`src/rtl/apb_master_ctrl_if.sv`:
```
// ---------------------------------------------------------------------------
// apb_master_ctrl_if
//
// Groups every signal of the APB requester, apart from clock and reset:
//   command port  : cmd_valid, cmd_ready, cmd_write, cmd_addr, cmd_wdata,
//                   cmd_strb
//   response port : rsp_valid, rsp_ready, rsp_rdata, rsp_err
//   APB4 bus      : PADDR, PSEL, PENABLE, PWRITE, PWDATA, PSTRB,
//                   PRDATA, PREADY, PSLVERR
//
// Modports:
//   master : the controller (drives cmd_ready, the response and the APB bus)
//   slave  : the environment (issues commands, consumes responses and plays
//            the muxed APB completer)
// ---------------------------------------------------------------------------
interface apb_master_ctrl_if #(
    parameter int ADDR_WIDTH = 32,
    parameter int DATA_WIDTH = 32,
    parameter int NUM_SLAVES = 4
);
    localparam int STRB_WIDTH = DATA_WIDTH / 8;

    logic                  cmd_valid;
    logic                  cmd_ready;
    logic                  cmd_write;
    logic [ADDR_WIDTH-1:0] cmd_addr;
    logic [DATA_WIDTH-1:0] cmd_wdata;
    logic [STRB_WIDTH-1:0] cmd_strb;

    logic                  rsp_valid;
    logic                  rsp_ready;
    logic [DATA_WIDTH-1:0] rsp_rdata;
    logic                  rsp_err;

    logic [ADDR_WIDTH-1:0] PADDR;
    logic [NUM_SLAVES-1:0] PSEL;
    logic                  PENABLE;
    logic                  PWRITE;
    logic [DATA_WIDTH-1:0] PWDATA;
    logic [STRB_WIDTH-1:0] PSTRB;
    logic [DATA_WIDTH-1:0] PRDATA;
    logic                  PREADY;
    logic                  PSLVERR;

    modport master (
        input  cmd_valid, cmd_write, cmd_addr, cmd_wdata, cmd_strb,
        output cmd_ready,
        output rsp_valid, rsp_rdata, rsp_err,
        input  rsp_ready,
        output PADDR, PSEL, PENABLE, PWRITE, PWDATA, PSTRB,
        input  PRDATA, PREADY, PSLVERR
    );

    modport slave (
        output cmd_valid, cmd_write, cmd_addr, cmd_wdata, cmd_strb,
        input  cmd_ready,
        input  rsp_valid, rsp_rdata, rsp_err,
        output rsp_ready,
        input  PADDR, PSEL, PENABLE, PWRITE, PWDATA, PSTRB,
        output PRDATA, PREADY, PSLVERR
    );
endinterface

```
`src/rtl/apb_master_ctrl.sv`:
```
// ---------------------------------------------------------------------------
// apb_master_ctrl
//
// APB4 requester. Takes one read/write command at a time from a valid/ready
// command port, runs the APB SETUP/ACCESS sequence towards the completer
// selected by the top address bits, honours PREADY wait states, and returns
// read data plus an error flag (PSLVERR, decode error or timeout) on a
// valid/ready response port. Every output is a flop.
//
// Ports:
//   apbClk : bus clock (single clock domain)
//   rst    : synchronous, active-high reset
//   bus    : apb_master_ctrl_if.master (command, response and APB signals)
//
// Optional feature macro: APB_TIMEOUT_EN
//   defined   : an ACCESS phase that sees PREADY low for TIMEOUT_CYCLES
//               cycles is aborted and answered with rsp_err = 1.
//   undefined : ACCESS waits for PREADY indefinitely; TIMEOUT_CYCLES only
//               takes part in the parameter sanity checks.
// ---------------------------------------------------------------------------
module apb_master_ctrl #(
    parameter int ADDR_WIDTH     = 32,
    parameter int DATA_WIDTH     = 32,
    parameter int NUM_SLAVES     = 4,
    parameter int TIMEOUT_CYCLES = 256
) (
    input  logic              apbClk,
    input  logic              rst,
    apb_master_ctrl_if.master bus
);

    localparam int STRB_WIDTH = DATA_WIDTH / 8;
    localparam int SEL_BITS   = $clog2(NUM_SLAVES);
    // Keeps the index vector legal when a single completer needs no select bits.
    localparam int IDX_W      = (SEL_BITS == 0) ? 1 : SEL_BITS;

    // Elaboration-time parameter sanity checks.
    if (DATA_WIDTH != 8 && DATA_WIDTH != 16 && DATA_WIDTH != 32) begin : g_bad_data_width
        $error("apb_master_ctrl: DATA_WIDTH must be 8, 16 or 32");
    end
    if (NUM_SLAVES < 1 || NUM_SLAVES > 16) begin : g_bad_num_slaves
        $error("apb_master_ctrl: NUM_SLAVES must be in 1..16");
    end
    if (TIMEOUT_CYCLES < 1) begin : g_bad_timeout
        $error("apb_master_ctrl: TIMEOUT_CYCLES must be at least 1");
    end

    typedef enum logic [1:0] {
        IDLE,
        SETUP,
        ACCESS,
        RESP
    } state_t;

    state_t                state_q, state_d;
    logic                  cmd_ready_q, cmd_ready_d;
    logic                  rsp_valid_q, rsp_valid_d;
    logic [DATA_WIDTH-1:0] rsp_rdata_q, rsp_rdata_d;
    logic                  rsp_err_q, rsp_err_d;
    logic [ADDR_WIDTH-1:0] paddr_q, paddr_d;
    logic [NUM_SLAVES-1:0] psel_q, psel_d;
    logic                  penable_q, penable_d;
    logic                  pwrite_q, pwrite_d;
    logic [DATA_WIDTH-1:0] pwdata_q, pwdata_d;
    logic [STRB_WIDTH-1:0] pstrb_q, pstrb_d;

`ifdef APB_TIMEOUT_EN
    // Counts the PREADY-low ACCESS cycles seen so far in the current transfer.
    localparam int CNT_W = (TIMEOUT_CYCLES > 1) ? $clog2(TIMEOUT_CYCLES) : 1;
    logic [CNT_W-1:0] timeout_cnt_q, timeout_cnt_d;
`endif

    // Slave index taken from the top address bits of the incoming command.
    logic [IDX_W-1:0] cmd_idx;
    logic             decode_err;

    if (SEL_BITS == 0) begin : g_single_slave
        assign cmd_idx = '0;
    end else begin : g_decode
        assign cmd_idx = bus.cmd_addr[ADDR_WIDTH-1 -: SEL_BITS];
    end

    // Only reachable when NUM_SLAVES is not a power of two.
    assign decode_err = (32'(cmd_idx) >= 32'(NUM_SLAVES));

    // Next-state and next-output logic. Every output has its own flop, so the
    // value each output should show in the next cycle is decided here.
    always_comb begin
        state_d     = state_q;
        cmd_ready_d = cmd_ready_q;
        rsp_valid_d = rsp_valid_q;
        rsp_rdata_d = rsp_rdata_q;
        rsp_err_d   = rsp_err_q;
        paddr_d     = paddr_q;
        psel_d      = psel_q;
        penable_d   = penable_q;
        pwrite_d    = pwrite_q;
        pwdata_d    = pwdata_q;
        pstrb_d     = pstrb_q;
`ifdef APB_TIMEOUT_EN
        timeout_cnt_d = timeout_cnt_q;
`endif

        unique case (state_q)
            IDLE: begin
                cmd_ready_d = 1'b1;
                // Accept only when cmd_ready is actually visible, so the
                // first cycle after reset cannot take a command.
                if (bus.cmd_valid && cmd_ready_q) begin
                    cmd_ready_d = 1'b0;
                    if (decode_err) begin
                        // No bus activity for an unmapped completer.
                        state_d     = RESP;
                        rsp_valid_d = 1'b1;
                        rsp_err_d   = 1'b1;
                        rsp_rdata_d = '0;
                    end else begin
                        state_d   = SETUP;
                        psel_d    = NUM_SLAVES'(1) << cmd_idx;
                        penable_d = 1'b0;
                        paddr_d   = bus.cmd_addr;
                        pwrite_d  = bus.cmd_write;
                        // Reads never present data or strobes on the bus.
                        pwdata_d  = bus.cmd_write ? bus.cmd_wdata : '0;
                        pstrb_d   = bus.cmd_write ? bus.cmd_strb  : '0;
                    end
                end
            end

            SETUP: begin
                penable_d = 1'b1;
                state_d   = ACCESS;
`ifdef APB_TIMEOUT_EN
                timeout_cnt_d = '0;
`endif
            end

            ACCESS: begin
                if (bus.PREADY) begin
                    state_d     = RESP;
                    rsp_valid_d = 1'b1;
                    rsp_err_d   = bus.PSLVERR;
                    rsp_rdata_d = (!pwrite_q && !bus.PSLVERR) ? bus.PRDATA : '0;
                    psel_d      = '0;
                    penable_d   = 1'b0;
                    pwdata_d    = '0;
                    pstrb_d     = '0;
                end
`ifdef APB_TIMEOUT_EN
                // This wait cycle would make the count reach the limit.
                else if (timeout_cnt_q == CNT_W'(TIMEOUT_CYCLES - 1)) begin
                    state_d     = RESP;
                    rsp_valid_d = 1'b1;
                    rsp_err_d   = 1'b1;
                    rsp_rdata_d = '0;
                    psel_d      = '0;
                    penable_d   = 1'b0;
                    pwdata_d    = '0;
                    pstrb_d     = '0;
                end else begin
                    timeout_cnt_d = timeout_cnt_q + CNT_W'(1);
                end
`endif
            end

            RESP: begin
                if (bus.rsp_ready) begin
                    state_d     = IDLE;
                    rsp_valid_d = 1'b0;
                    rsp_err_d   = 1'b0;
                    rsp_rdata_d = '0;
                    cmd_ready_d = 1'b1;
                end
            end

            default: begin
                state_d = IDLE;
            end
        endcase
    end

    // State and output registers with synchronous reset; an in-flight
    // transfer or pending response is simply dropped.
    always_ff @(posedge apbClk) begin
        if (rst) begin
            state_q     <= IDLE;
            cmd_ready_q <= 1'b0;
            rsp_valid_q <= 1'b0;
            rsp_rdata_q <= '0;
            rsp_err_q   <= 1'b0;
            paddr_q     <= '0;
            psel_q      <= '0;
            penable_q   <= 1'b0;
            pwrite_q    <= 1'b0;
            pwdata_q    <= '0;
            pstrb_q     <= '0;
`ifdef APB_TIMEOUT_EN
            timeout_cnt_q <= '0;
`endif
        end else begin
            state_q     <= state_d;
            cmd_ready_q <= cmd_ready_d;
            rsp_valid_q <= rsp_valid_d;
            rsp_rdata_q <= rsp_rdata_d;
            rsp_err_q   <= rsp_err_d;
            paddr_q     <= paddr_d;
            psel_q      <= psel_d;
            penable_q   <= penable_d;
            pwrite_q    <= pwrite_d;
            pwdata_q    <= pwdata_d;
            pstrb_q     <= pstrb_d;
`ifdef APB_TIMEOUT_EN
            timeout_cnt_q <= timeout_cnt_d;
`endif
        end
    end

    assign bus.cmd_ready = cmd_ready_q;
    assign bus.rsp_valid = rsp_valid_q;
    assign bus.rsp_rdata = rsp_rdata_q;
    assign bus.rsp_err   = rsp_err_q;
    assign bus.PADDR     = paddr_q;
    assign bus.PSEL      = psel_q;
    assign bus.PENABLE   = penable_q;
    assign bus.PWRITE    = pwrite_q;
    assign bus.PWDATA    = pwdata_q;
    assign bus.PSTRB     = pstrb_q;

endmodule

```
`src/flat_wrapper.sv`:
```
// flat-port wrapper written by rule: the top's interface ports become plain ports
module apb_master_ctrl_flat 
#(
    parameter int ADDR_WIDTH     = 32,
    parameter int DATA_WIDTH     = 32,
    parameter int NUM_SLAVES     = 4,
    parameter int TIMEOUT_CYCLES = 256
)
  (apbClk, rst, bus_cmd_valid, bus_cmd_write, bus_cmd_addr, bus_cmd_wdata, bus_cmd_strb, bus_cmd_ready, bus_rsp_valid, bus_rsp_rdata, bus_rsp_err, bus_rsp_ready, bus_PADDR, bus_PSEL, bus_PENABLE, bus_PWRITE, bus_PWDATA, bus_PSTRB, bus_PRDATA, bus_PREADY, bus_PSLVERR);
  apb_master_ctrl_if #(.ADDR_WIDTH(ADDR_WIDTH), .DATA_WIDTH(DATA_WIDTH), .NUM_SLAVES(NUM_SLAVES)) bus_i ();
  input  logic apbClk;
  input  logic rst;
  input wire logic [$bits(bus_i.cmd_valid)-1:0] bus_cmd_valid;
  input wire logic [$bits(bus_i.cmd_write)-1:0] bus_cmd_write;
  input wire logic [$bits(bus_i.cmd_addr)-1:0] bus_cmd_addr;
  input wire logic [$bits(bus_i.cmd_wdata)-1:0] bus_cmd_wdata;
  input wire logic [$bits(bus_i.cmd_strb)-1:0] bus_cmd_strb;
  output wire logic [$bits(bus_i.cmd_ready)-1:0] bus_cmd_ready;
  output wire logic [$bits(bus_i.rsp_valid)-1:0] bus_rsp_valid;
  output wire logic [$bits(bus_i.rsp_rdata)-1:0] bus_rsp_rdata;
  output wire logic [$bits(bus_i.rsp_err)-1:0] bus_rsp_err;
  input wire logic [$bits(bus_i.rsp_ready)-1:0] bus_rsp_ready;
  output wire logic [$bits(bus_i.PADDR)-1:0] bus_PADDR;
  output wire logic [$bits(bus_i.PSEL)-1:0] bus_PSEL;
  output wire logic [$bits(bus_i.PENABLE)-1:0] bus_PENABLE;
  output wire logic [$bits(bus_i.PWRITE)-1:0] bus_PWRITE;
  output wire logic [$bits(bus_i.PWDATA)-1:0] bus_PWDATA;
  output wire logic [$bits(bus_i.PSTRB)-1:0] bus_PSTRB;
  input wire logic [$bits(bus_i.PRDATA)-1:0] bus_PRDATA;
  input wire logic [$bits(bus_i.PREADY)-1:0] bus_PREADY;
  input wire logic [$bits(bus_i.PSLVERR)-1:0] bus_PSLVERR;
  assign bus_i.cmd_valid = bus_cmd_valid;
  assign bus_i.cmd_write = bus_cmd_write;
  assign bus_i.cmd_addr = bus_cmd_addr;
  assign bus_i.cmd_wdata = bus_cmd_wdata;
  assign bus_i.cmd_strb = bus_cmd_strb;
  assign bus_cmd_ready = bus_i.cmd_ready;
  assign bus_rsp_valid = bus_i.rsp_valid;
  assign bus_rsp_rdata = bus_i.rsp_rdata;
  assign bus_rsp_err = bus_i.rsp_err;
  assign bus_i.rsp_ready = bus_rsp_ready;
  assign bus_PADDR = bus_i.PADDR;
  assign bus_PSEL = bus_i.PSEL;
  assign bus_PENABLE = bus_i.PENABLE;
  assign bus_PWRITE = bus_i.PWRITE;
  assign bus_PWDATA = bus_i.PWDATA;
  assign bus_PSTRB = bus_i.PSTRB;
  assign bus_i.PRDATA = bus_PRDATA;
  assign bus_i.PREADY = bus_PREADY;
  assign bus_i.PSLVERR = bus_PSLVERR;
  apb_master_ctrl #(.ADDR_WIDTH(ADDR_WIDTH), .DATA_WIDTH(DATA_WIDTH), .NUM_SLAVES(NUM_SLAVES), .TIMEOUT_CYCLES(TIMEOUT_CYCLES)) u_core (.apbClk(apbClk), .rst(rst), .bus(bus_i));
endmodule
```
`config.mk`:
```
export PLATFORM = sky130hd
export DESIGN_NAME = apb_master_ctrl_flat
export DESIGN_NICKNAME = d
export VERILOG_FILES = /design/src/rtl/apb_master_ctrl_if.sv /design/src/rtl/apb_master_ctrl.sv /design/src/flat_wrapper.sv
export SDC_FILE = /design/constraint.sdc
export NUM_CORES = 1
export LEC_CHECK = 0
export BUFFER_PORTS_ARGS = -buffer_cell sky130_fd_sc_hd__buf_4
export CAP_MARGIN = 20
export CORE_MARGIN = 1.5
export CORE_UTILIZATION = 45
export CTS_BUF_LIST = sky130_fd_sc_hd__clkbuf_4 sky130_fd_sc_hd__clkbuf_8 sky130_fd_sc_hd__clkbuf_16
export DETAILED_ROUTE_END_ITERATION = 8
export PLACE_DENSITY = 0.8
export SLEW_MARGIN = 20
export SYNTH_ARGS = -nofsm -noshare
export SYNTH_HDL_FRONTEND = slang
export SYNTH_SLANG_ARGS = --single-unit
```
`constraint.sdc`:
```
create_clock -name apbClk -period 2.5 [get_ports apbClk]
set_clock_uncertainty 0.1 [all_clocks]
set_input_delay 0.125 -clock apbClk [delete_from_list [all_inputs] [get_ports apbClk]]
set_output_delay 0.125 -clock apbClk [all_outputs]
set_load 0.02 [all_outputs]
```
**Yosys cells after proc, flatten, opt, wreduce, memory -nomap -nowiden**

Index checks and enable logic that the tools add are counted.

- Mux-type cells: 29
- Reductions and logical operators: 15
- Equal/unequal tests: 6
- Shift operators: 1

Operator list:

| cell | number |
|---|---|
| 2-to-1 mux 32 bit | 6 |
| case mux 32 bit (2 select lines) | 2 |
| 2-to-1 mux 4 bit | 4 |
| case mux 4 bit (2 select lines) | 2 |
| AND reduction 3 bit | 4 |
| case mux 2 bit (4 select lines) | 1 |
| 2-to-1 mux 1 bit | 7 |
| 2-to-1 mux 2 bit | 3 |
| case mux 1 bit (2 select lines) | 3 |
| nonzero test 2 bit | 3 |
| == test 2 bit (second input constant) | 2 |
| != test 2 bit (second input constant) | 2 |
| AND reduction 2 bit | 2 |
| left shift 1 x 2 -> 4 bit (first input constant) | 1 |
| case mux 1 bit (3 select lines) | 1 |
| nonzero test 3 bit | 1 |
| == test 2 x 1 -> 1 bit (second input constant) | 1 |
| logical AND 1 bit | 2 |
| zero test 1 bit | 2 |
| zero test 2 bit | 1 |
| != test 2 x 1 -> 1 bit (second input constant) | 1 |

- Logic and storage cells: 62
- Input port bits: 107
- Flip-flop bits (word level): 111

**Logic depth before layout (Yosys ltp)**

Gate-level depths: netlist (run 1).

- Depth after elaboration: 5
- Mapped depth: 7
- Mapped depth without buffers: 5

**Worst setup path after synthesis (run 1)**

No wires, ideal clock.

- Path kind: register -> register
- Start: reg u_core.state_q[0]
- End: reg u_core.pstrb_q[0], in the netlist u_core.bus.PSTRB[0]
- Data required time: 2,326 ps
- Clock period less this slack: 1,801 ps
- Slack: 699 ps
- Cell stages (with the launch flop): 8
- Arrival: 1,627 ps
- Cell sequence: dfxtp_1 inv_1 ha_1 buf_2 nor3b_2 clkbuf_1 nand4_1 o21ai_0

- Word-level cells in the longest chain between the ends: 3
- Elaborated cells between the ends (all ways): 7
- Classes of those cells: 3 x eq/ne; 1 x mux; 3 x reduce/logical

Ends and longest elaborated chain:

| item | line | text |
|---|---|---|
| from (decl) | apb_master_ctrl.sv:55 | `state_t state_q, state_d;` |
| from (signal assigned) | apb_master_ctrl.sv:201 | `state_q <= state_d;` |
| == test 2 bit / zero test 2 bit (equally long branches) | apb_master_ctrl.sv:104 | `unique case (state_q)` |
| != test 2 bit (no source line), or another cell as far along | - |  |
| AND reduction 3 bit (no source line) | - |  |
| to (signal assigned) | apb_master_ctrl.sv:211 | `pstrb_q <= pstrb_d;` |
| to (decl) | apb_master_ctrl.sv:65 | `logic [STRB_WIDTH-1:0] pstrb_q, pstrb_d;` |

Several ways; a longest one is shown, not always the timed one.
A chain may end at the register's enable or synchronous reset.

**Final worst setup path (run 1)**

- Start: reg u_core.state_q[0]
- End: reg u_core.psel_q[3], in the netlist u_core.bus.PSEL[3]

- Word-level cells in the longest chain between the ends: 3
- Elaborated cells between the ends (all ways): 7
- Classes of those cells: 3 x eq/ne; 1 x mux; 3 x reduce/logical

Ends and longest elaborated chain:

| item | line | text |
|---|---|---|
| == test 2 bit / zero test 2 bit (equally long branches) | apb_master_ctrl.sv:104 |  |
| != test 2 bit (no source line), or another cell as far along | - |  |
| AND reduction 3 bit (no source line) | - |  |
| to (signal assigned) | apb_master_ctrl.sv:207 | `psel_q <= psel_d;` |
| to (decl) | apb_master_ctrl.sv:61 | `logic [NUM_SLAVES-1:0] psel_q, psel_d;` |

Several ways; a longest one is shown, not always the timed one.

==> results.md, run 1 <==
- #FFs+latches synth: between 100 and 150
- Antenna Cells: 0
- Fmax: roughly 460 MHz
- Pin count of the biggest net entering global routing: 46
- Outcome: finished clean
- Port bufs: between 200 and 250
- TritonCTS clock tree: built
- Via-to-Cell Ratio: ~5.3
- Estimated wirelength of the detail-placed design: between 8000 and 9000 um
- Setup Slack @ Placement: -0.004338 ns
- Total power: between 0.005 and 0.006 W
- Die X: between 90 and 100 um
- Ys flop type: dfxtp_1
- Std cell rows: 34
- Power per cell area: approximately 810 nW/um^2
- Reg2reg start: u_core.state_q[0]
- Setup crit end kind: flip-flop
- Leakage: 3.024 nW
- CTS max path bufs: 2
- All-Layer GR Usage: 28.24%
- CP Buf/Inv Count: 1
- Slew Viols, Final: 0
- Initial antenna violation count: 0
- Unrepaired setup endpoints after global routing: no
- EDFF count, synth: 0
- Area delta synth->final: 70.72%
- # nets final: about 850
- DR iter-0 viols: around 150
- Peak VDD IR: 0.0005085 V
- Yosys warning total: 0
- PostCTS Resize Cnt: 0
- Placer Congestion: 0.7565
- Hold Crit Depth: 4
- ANT nets after route: 0
- Worst-Skew Late Latency: about 0.34 ns
- Syn_area_per_cell: a little over 9 um^2
- Most frequent cells after synthesis: dfxtp_1 (111), nand2_1 (103), o21ai_0 (40)
- Max FO, Critical Path: 40
- Most numerous cell in the Yosys netlist: dfxtp_1
- Crit path cell chain: inv_1 -> ha_1 -> mux2_2 -> nand4_1 -> a21oi_1
- Worst hold start: bus_cmd_valid
- Worst path top cell family by delay: multiplexers
- CTS buffer count: 9
- Reg2reg end: u_core.bus.PSEL[3]
- Post-Syn Area: between 4000 and 5000 um^2
- Setup ws final: ~0.32 ns
- Fin. Hold Viols: 0
- First-pass DRT Iterations: 4
- First-pass GRT wire length: around 22000 um
- Synth unique cells: 31
- Htree depth: 3
- Clk pin slew, worst setup/hold paths: ~0.1 ns
- # setup viols final: 0
- # Max-Cap Violations: 0
- Clock net sink count: 111
- Multi-input gate area: roughly 1600 um^2
- Top-area cell type share of the netlist area: between 50% and 60%
- Area contributors post-synth: dfxtp_1 (55%), nand2_1 (9.5%), a22o_1 (7.1%)
- Max incr delay on CP: 0.79 ns
- Synth Net Count: about 560
- Worst Tran Pin Value: between 0.7 and 0.8 ns
- Crit path kind: reg2reg
- Worst R2R Path Depth: 5
- Vias: between 4000 and 5000
- Setup crit start kind: flip-flop
- Post-CTS Setup Inserts: 0
- Arrival time worst endpoint: between 2 and 2.5 ns
- Slowest stage cell, crit path: mux2_2
- CP Data Required Time: roughly 2.7 ns
- WHS Endpoint: u_core.bus.PWRITE
- Max-slew headroom at the worst pin: roughly 48%
- Number of global-route vias before repair: 4574
- Fin Setup TNS: 0 ns
- Root buffer cell: clkbuf_8
- Synth area leader: dfxtp_1
- IO Count: about 220
- Total Wirelength: approximately 14000 um
- Seq/Total Area, Yosys: between 50% and 60%
- Fillers: a little over 500
- Ys async rst share: 0%
- Final Cycle Share: 87.13%
- Total die area: between 9000 and 10000 um^2
- Die span in y: approximately 100 um
- Hold Crit Class: in2reg
- Register area: ~2200 um^2
- Core Box Area: a little under 9000 um^2
- Starting density of the core: between 40% and 50%
- Crit path time final: ~2.2 ns
- Share of cells above drive strength 1: ~33%
- Grt total ovfl: 0
- Remaining DRCs: 0
- Setup slack, reg-to-reg: approximately 0.32 ns
- Avg WL per Cell: 16.30 um
- Worst-case hold slack: 0.06972 ns
- Syn Inst Count: approximately 440
layout make-up:
| class | count | share of cell area [%] |
|---|---|---|
| clock inverters | 5 | 0.9407 |
| multi-input cells | 289 | 23.81 |
| inverters | 4 | 0.2171 |
| clock buffers | 11 | 2.098 |
| well taps | 108 | 1.954 |
| flip-flops and latches | 111 | 32.13 |
| repair buffers | 324 | 38.86 |
metrics by stage:
| stage | util, % | cells | area, um^2 |
|---|---|---|---|
| finish | 79.31 | 852 | 6917 |
| global placement | 65.14 | 734 | 5680 |
| global route | 79.31 | 852 | 6917 |
| detailed placement | 65.14 | 734 | 5680 |
| floorplan | - | 442 | 4051 |
| CTS | 79.25 | 852 | 6912 |
state kept, by name, indices dropped and copies added, names as in the netlist:
signal / count
u_core.bus.PSEL: 4
u_core.bus.rsp_valid: 1
u_core.bus.PADDR: 32
u_core.bus.rsp_err: 1
u_core.bus.PENABLE: 1
u_core.bus.PSTRB: 4
u_core.bus.PWRITE: 1
u_core.state_q: 2
u_core.bus.rsp_rdata: 32
u_core.bus.cmd_ready: 1
u_core.bus.PWDATA: 32
cells in the final DEF (no fill, tap or decap), types with 2 or more instances in the layout:
cell           instances
inv_6                  2
clkinv_4               2
ha_1                   6
nor2b_1                2
buf_4                222
mux2_2                 3
nand4_1               38
inv_1                  4
nor2_1                 4
a22o_1                33
nand4b_1               3
o311ai_0               2
clkbuf_8              10
dfxtp_1              111
a21oi_1               38
o21ai_0               40
o41ai_1                2
dlygate4sd3_1        102
nand2_1              103
worst max-delay path by stage:
stage | cells after the start | from | endpoint
6_report | 5 | u_core.state_q[0] | u_core.bus.PSEL[3]
5_1_grt | 5 | u_core.state_q[0] | u_core.bus.PWDATA[23]
4_1_cts | 5 | u_core.state_q[0] | u_core.bus.PWDATA[18]
3_5_place_dp | 5 | u_core.state_q[0] | u_core.bus.PSTRB[3]
3_3_place_gp | 5 | u_core.state_q[0] | u_core.bus.PWDATA[13]
2_1_floorplan | 7 | u_core.state_q[0] | u_core.bus.PSTRB[0]
routing by layer:
metal | share of wire (%) | GRT usage, %
met3 | 8.4 | 7.015
met5 | 0 | 0
met4 | 1.1 | 8.791
met2 | 51 | 48.97
met1 | 40 | 34.51
worst reg2reg max path, stage by stage (launching register included):
cell and delay [ns]:
dfxtp_1 0.39, inv_1 0.11, ha_1 0.32, mux2_2 0.79, nand4_1 0.22, a21oi_1 0.19
cell families (layout without fill, tap and decap cells):
family / after synthesis / after routing / synth area share (%)
AOI/OAI and AO/OA: 121 / 121 / 18.81
and+or+nand+nor: 158 / 158 / 18.56
buffers and inverters: 42 / 344 / 4.848
muxes: 4 / 4 / 1.081
DFF: 111 / 111 / 54.85
adders and majority gates: 6 / 6 / 1.853
power by group:
group          leakage [nW]  switching, W  internal [W]
logic                  2.02       0.00139      0.000851
clock network         0.108      0.000602      0.000514
registers             0.900      0.000175       0.00206
total                  3.02       0.00217       0.00342
timing repair:
item,in CTS,in global routing
endpoints found under the setup margin,0,0
hold endpoints to repair,105,0
hold buffers,102,0
No activity file was read; power rests on OpenSTA's default activity.
==> run 2: changes to the inputs <==
- BUFFER_PORTS_ARGS: -buffer_cell sky130_fd_sc_hd__buf_4 -> -buffer_cell sky130_fd_sc_hd__buf_2
==> run 2 against run 1 <==
First-iteration DRC count rose by 8.6%. Fmax rose by 0.51%. Flip-flop and latch count did not move. Combinational power fell by 8%. Power fell by 3.5%. Sequential power barely moved. Global-route usage fell by 0.77 points. Critical path type unchanged. Highest routed layer unchanged.
==> results.md, run 2 (synthesized netlist as in run 1, its figures left out) <==
- TritonCTS clock tree: built
- Avg WL per Cell: 15.86 um (-2.7%)
- Outcome: finished clean
- Initial antenna violation count: 0 (unchanged)
- Die span in y: 97.89 um (unchanged)
- Htree depth: 3 (unchanged)
- Die X: 97.89 um (unchanged)
- Seq pwr share: 41.3% (+1.4 points)
- Hold Crit Class: in2reg
- First-pass DRT Iterations: 4 (unchanged)
- CTS max path bufs: 2 (unchanged)
- Port bufs: 215 (unchanged)
- First-pass GRT wire length: 21600 um (-3.2%)
- Pin count of the biggest net entering global routing: 41 (-11%)
- Max-slew headroom at the worst pin: 48.02% (+0.21 points)
- Crit path time final: 2.167 ns (-0.01112 ns)
- Setup crit end kind: flip-flop
- Clock net sink count: 111 (unchanged)
- Register area: 2222 um^2 (unchanged)
- Total Wirelength: 13530 um (-2.6%)
- CTS buffer count: 9 (unchanged)
- Area delta synth->final: 58.21%
- Std cell rows: 34 (unchanged)
- Total die area: 9581 um^2 (unchanged)
- Remaining DRCs: 0 (unchanged)
- Crit path kind: reg2reg
- Most frequent cells in the layout: buf_2 (215), dfxtp_1 (111), nand2_1 (103), dlygate4sd3_1 (103), o21ai_0 (40)
- Non-Filler Instances: 853 (+0.12%)
- Max FO, Critical Path: 40 (unchanged)
- # nets final: 855 (+0.35%)
- Power per cell area: 841.4 nW/um^2 (+4.1%)
- Switching share of power: 38.87% (+0.10 points)
- Fin. Hold Viols: 0 (unchanged)
- Root buffer cell: clkbuf_8
- All-Layer GR Usage: 27.47% (-0.77 points)
- Fillers: 585 (+13%)
- Internal power: 0.003297 W (-3.7%)
- Comb pwr share: 38.0% (-2.1 points)
- P_sw: 0.002097 W (-3.3%)
- Inst Count DP: 736 (+0.27%)
- Via-to-Cell Ratio: 5.397 (+2.4%)
- Setup crit start kind: flip-flop
- Fin Setup TNS: 0 ns (unchanged)
- DR iter-0 viols: 164 (+8.6%)
- ANT nets after route: 0 (unchanged)
- Unrepaired setup endpoints after global routing: no
- # Max-Cap Violations: 0 (unchanged)
- Worst Tran Pin Value: 0.7797 ns (-0.003146 ns)
- Worst-Skew Late Latency: 0.35 ns (about the same)
- Number of global-route vias before repair: 4539 (-0.77%)
- CP Data Required Time: 2.67 ns (about the same)
- Placer Congestion: 0.8239 (+8.9%)
- Leakage: 2.949 nW (-2.5%)
- Peak VDD IR: 0.0004433 V (-13%)
- Antenna Cells: 0 (unchanged)
- Clk pwr share: 20.7% (+0.7 points)
- Core Box Area: 8721 um^2 (unchanged)
- Vias: 4604 (+2.5%)
- Starting density of the core: 46.46% (unchanged)
- Fmax: 461.4 MHz (+0.51%)
- IO Count: 216 (unchanged)
- Worst-case hold slack: 0.08166 ns (+0.01194 ns)
- Slew Viols, Final: 0 (unchanged)
- Leading cell type in the layout, fill and taps excluded: buf_2
- Grt total ovfl: 0 (unchanged)
- # setup viols final: 0 (unchanged)
- Arrival time worst endpoint: 2.34 ns (-0.02 ns)
- Share of cells above drive strength 1: 33.15% (-0.045 points)
- Estimated wirelength of the detail-placed design: 7847 um (-2.2%)
- Total power: 0.005393 W (-3.5%)
- Multi-input gate area: 1647 um^2 (unchanged)
- Clk pin slew, worst setup/hold paths: 0.10 ns (about the same)
- Final Cycle Share: 86.69% (-0.44 points)
- Utilization after layout: 73.50% (-5.8 points)
## run 2: changes by cell type in the layout (fill, tap and decap cells not counted)
cell,delta
clkinv_2,+1
inv_6,-2
clkbuf_8,-1
buf_2,+215
buf_12,+1
buf_4,-214
bufinv_16,+1
clkinvlp_4,+1
clkinv_4,-2
dlygate4sd3_1,+1
## run 2: final cells by class
class / count / area share, %
flip-flops and latches: 111 / 34.67
repair buffers: 327 / 34.12
multi-input cells: 289 / 25.69
well taps: 108 / 2.108
clock buffers: 10 / 2.050
clock inverters: 4 / 1.132
inverters: 4 / 0.2342
## run 2: critical path, stage by stage (launching register included)
cell and delay, ns:
dfxtp_1 0.39, inv_1 0.11, ha_1 0.32, mux2_2 0.78, nand4_1 0.25, o21ai_0 0.13
## run 2: power groups by stage
stage,logic [W],registers [W],clock network [W]
final,0.00205,0.00223,0.00112
after global routing,0.00222,0.00226,0.00120
after floorplan,0.000926,0.00258,0
after global placement,0.00181,0.00224,0
after CTS,0.00202,0.00221,0.00114
after detailed placement,0.00188,0.00225,0
## run 2: final timing paths
path | from | slack (ns) | cells after the start | endpoint
setup reg to reg | u_core.state_q[0] | 0.33 | 5 | u_core.bus.PWDATA[26]
hold / removal | bus_rsp_ready | 0.08 | 4 | u_core.bus.cmd_ready
setup / recovery | u_core.state_q[0] | 0.33 | 5 | u_core.bus.PWDATA[26]
hold reg to reg | u_core.bus.PADDR[7] | 0.36 | 2 | u_core.bus.PADDR[7]
## run 2: routing by layer
layer | vias up | wire (um) | track usage (%)
met5 | - | 0 | 0
met4 | 0 | 296 | 10.11
met3 | 30 | 1121 | 6.657
met2 | 246 | 6805 | 48.54
met1 | 2179 | 5307 | 32.24
li1 | 2149 | - | -
## run 2: metrics by stage
step / instance area (um^2) / worst slack, ns
floorplan: 4051 / 0.6987
global placement: 5170 / 0.2100
global route: 6410 / 0.1513
finish: 6410 / 0.3328
CTS: 6410 / 0.3388
detailed placement: 5170 / -0.02342
## run 2: repair_timing
action,CTS,global route
hold endpoints to repair,109,0
buffers inserted,0,0
endpoints found under the setup margin,2,0
hold buffers,103,0
gates resized for setup,1,0
==> run 3: changes to the inputs <==
- MAX_ROUTING_LAYER: default -> met4
==> run 3 against run 2 <==
Combinational power is essentially flat. Critical endpoint is now u_core.bus.PWDATA[13]. Core utilization is the same. Highest routed layer unchanged. Fmax grew 0.24%. Clock-buffer cell count is the same.
==> results.md, run 3 (synthesized netlist as in run 1, its figures left out) <==
- Outcome: finished clean
- Total Wirelength: 13550 um (+0.15%)
- Most frequent cells in the layout: buf_2 (215), dfxtp_1 (111), nand2_1 (103), dlygate4sd3_1 (103), o21ai_0 (40)
- TritonCTS clock tree: built
- Worst-Skew Late Latency: 0.35 ns (about the same)
- Estimated wirelength of the detail-placed design: 7847 um (unchanged)
- Leading cell type in the layout, fill and taps excluded: buf_2
- CTS buffer count: 9 (unchanged)
- Core Box Area: 8721 um^2 (unchanged)
- Share of cells above drive strength 1: 33.15% (unchanged)
- DR iter-0 viols: 171 (+4.3%)
- Fillers: 585 (unchanged)
- Slowest stage cell, crit path: nor2_4
- Arrival time worst endpoint: 2.27 ns (-0.07 ns)
- Setup slack, reg-to-reg: 0.34 ns (about the same)
- # nets final: 855 (unchanged)
- Crit path kind: reg2reg
- Antenna Cells: 0 (unchanged)
- Total die area: 9581 um^2 (unchanged)
- CP Data Required Time: 2.60 ns (-0.07 ns)
- Port bufs: 215 (unchanged)
- Die X: 97.89 um (unchanged)
- Htree depth: 3 (unchanged)
- Clock net sink count: 111 (unchanged)
- Number of global-route vias before repair: 4547 (+0.18%)
- Vias: 4603 (-0.022%)
- Max incr delay on CP: 0.62 ns (-0.16 ns)
- Fin. Hold Viols: 0 (unchanged)
- Power per cell area: 841.4 nW/um^2 (about the same)
- Placer Congestion: 0.8363 (+1.5%)
- First-pass GRT wire length: 21590 um (about the same)
- Area delta synth->final: 58.21% (unchanged)
- Max FO, Critical Path: 36 (-10%)
- Starting density of the core: 46.46% (unchanged)
- Worst hold start: bus_rsp_ready
- Pin count of the biggest net entering global routing: 41 (unchanged)
- First-pass DRT Iterations: 4 (unchanged)
- Std cell rows: 34 (unchanged)
- Worst-case hold slack: 0.08337 ns (+0.001714 ns)
- Crit path time final: 2.162 ns (-0.005149 ns)
- Crit path cell chain: inv_1 -> ha_1 -> a21boi_1 -> nor2_4 -> o21ai_0
- Max-slew headroom at the worst pin: 47.52% (-0.50 points)
- Hold Crit Depth: 4 (unchanged)
- Worst R2R Path Depth: 5 (unchanged)
- # setup viols final: 0 (unchanged)
- Reg2reg end: u_core.bus.PWDATA[13]
- Grt total ovfl: 0 (unchanged)
- Root buffer cell: clkbuf_8
- Final instance area: 6410 um^2 (unchanged)
- Placed Area: 5170 um^2 (unchanged)
- Post-CTS Setup Inserts: 0 (unchanged)
- Peak VDD IR: 0.0004431 V (about the same)
- Worst Tran Pin Value: 0.7872 ns (+0.007434 ns)
- # Max-Cap Violations: 0 (unchanged)
- IO Count: 216 (unchanged)
- Fmax: 462.5 MHz (+0.24%)
- Clk pin slew, worst setup/hold paths: 0.10 ns (about the same)
- Initial antenna violation count: 0 (unchanged)
- Setup crit end kind: flip-flop
- All-Layer GR Usage: 28.31% (+0.84 points)
- WHS Endpoint: u_core.bus.cmd_ready
- Via-to-Cell Ratio: 5.396 (about the same)
- Setup crit start kind: flip-flop
- Leakage: 2.949 nW (unchanged)
- Avg WL per Cell: 15.89 um (+0.15%)
- Unrepaired setup endpoints after global routing: no
- Die span in y: 97.89 um (unchanged)
- Reg2reg start: u_core.state_q[1]
- Utilization after layout: 73.50% (unchanged)
- Remaining DRCs: 0 (unchanged)
- Slew Viols, Final: 0 (unchanged)
- CTS max path bufs: 2 (unchanged)
- Hold Crit Class: in2reg
- ANT nets after route: 0 (unchanged)
- Final Cycle Share: 86.48% (-0.21 points)
==> run 3: timing repair <==
item                                    4_1_cts  5_1_grt
resized for setup                             1        0
endpoints found under the hold margin       109        0
endpoints found under the setup margin        2        0
hold buffers                                103        0
==> run 3: layout make-up <==
cell class,count,area [um^2],area share [%]
Clock inverter,4,72.57,1.132
Sequential cell,111,2222,34.67
Clock buffer,10,131.4,2.050
Tap cell,108,135.1,2.108
Timing Repair Buffer,327,2187,34.12
Inverter,4,15.01,0.2342
Multi-Input combinational cell,289,1647,25.69
==> run 3: critical path: cells and delay by family, from the launching register on <==
kind | cells | cell delay (ns)
AO/OA/AOI/OAI | 2 | 0.49
adder cells (fa/ha/maj) | 1 | 0.27
buffers and inverters | 1 | 0.11
flip-flops | 1 | 0.41
AND/OR/NAND/NOR | 1 | 0.62
==> run 3: metal layers <==
metal	GRT usage, %	share of wire (%)
met1	32.56	39
met2	48.81	50
met3	5.798	8.0
met4	10.11	2.2
met5	-	0
==> run 3: how the worst max path moves through the flow <==
stage                                 start  slack, ns  cells after the start                     to
after floorplan           u_core.state_q[0]       0.70                      7    u_core.bus.PSTRB[0]
after global placement    u_core.state_q[0]       0.21                      5  u_core.bus.PWDATA[14]
after detailed placement  u_core.state_q[0]      -0.02                      5  u_core.bus.PWDATA[17]
after CTS                 u_core.state_q[1]       0.34                      5  u_core.bus.PWDATA[17]
after global routing      u_core.state_q[1]       0.15                      5  u_core.bus.PWDATA[16]
final                     u_core.state_q[1]       0.34                      5  u_core.bus.PWDATA[13]
==> run 3: through the flow <==
step	TNS, ns	total power, W	worst slack (ns)	cells
6_report	0	0.005393	0.3379	853
5_1_grt	0	0.005678	0.1545	853
4_1_cts	0	0.005379	0.3388	853
3_5_place_dp	-0.02342	0.004131	-0.02342	736
3_3_place_gp	0	0.004046	0.2100	736
2_1_floorplan	0	0.003509	0.6987	442
==> run 3: power by group <==
group	total [W]	leakage, nW	switching (W)	internal, W
logic	0.00205	1.95	0.00138	0.000674
registers	0.00223	0.900	0.000168	0.00206
clock network	0.00111	0.102	0.000550	0.000564
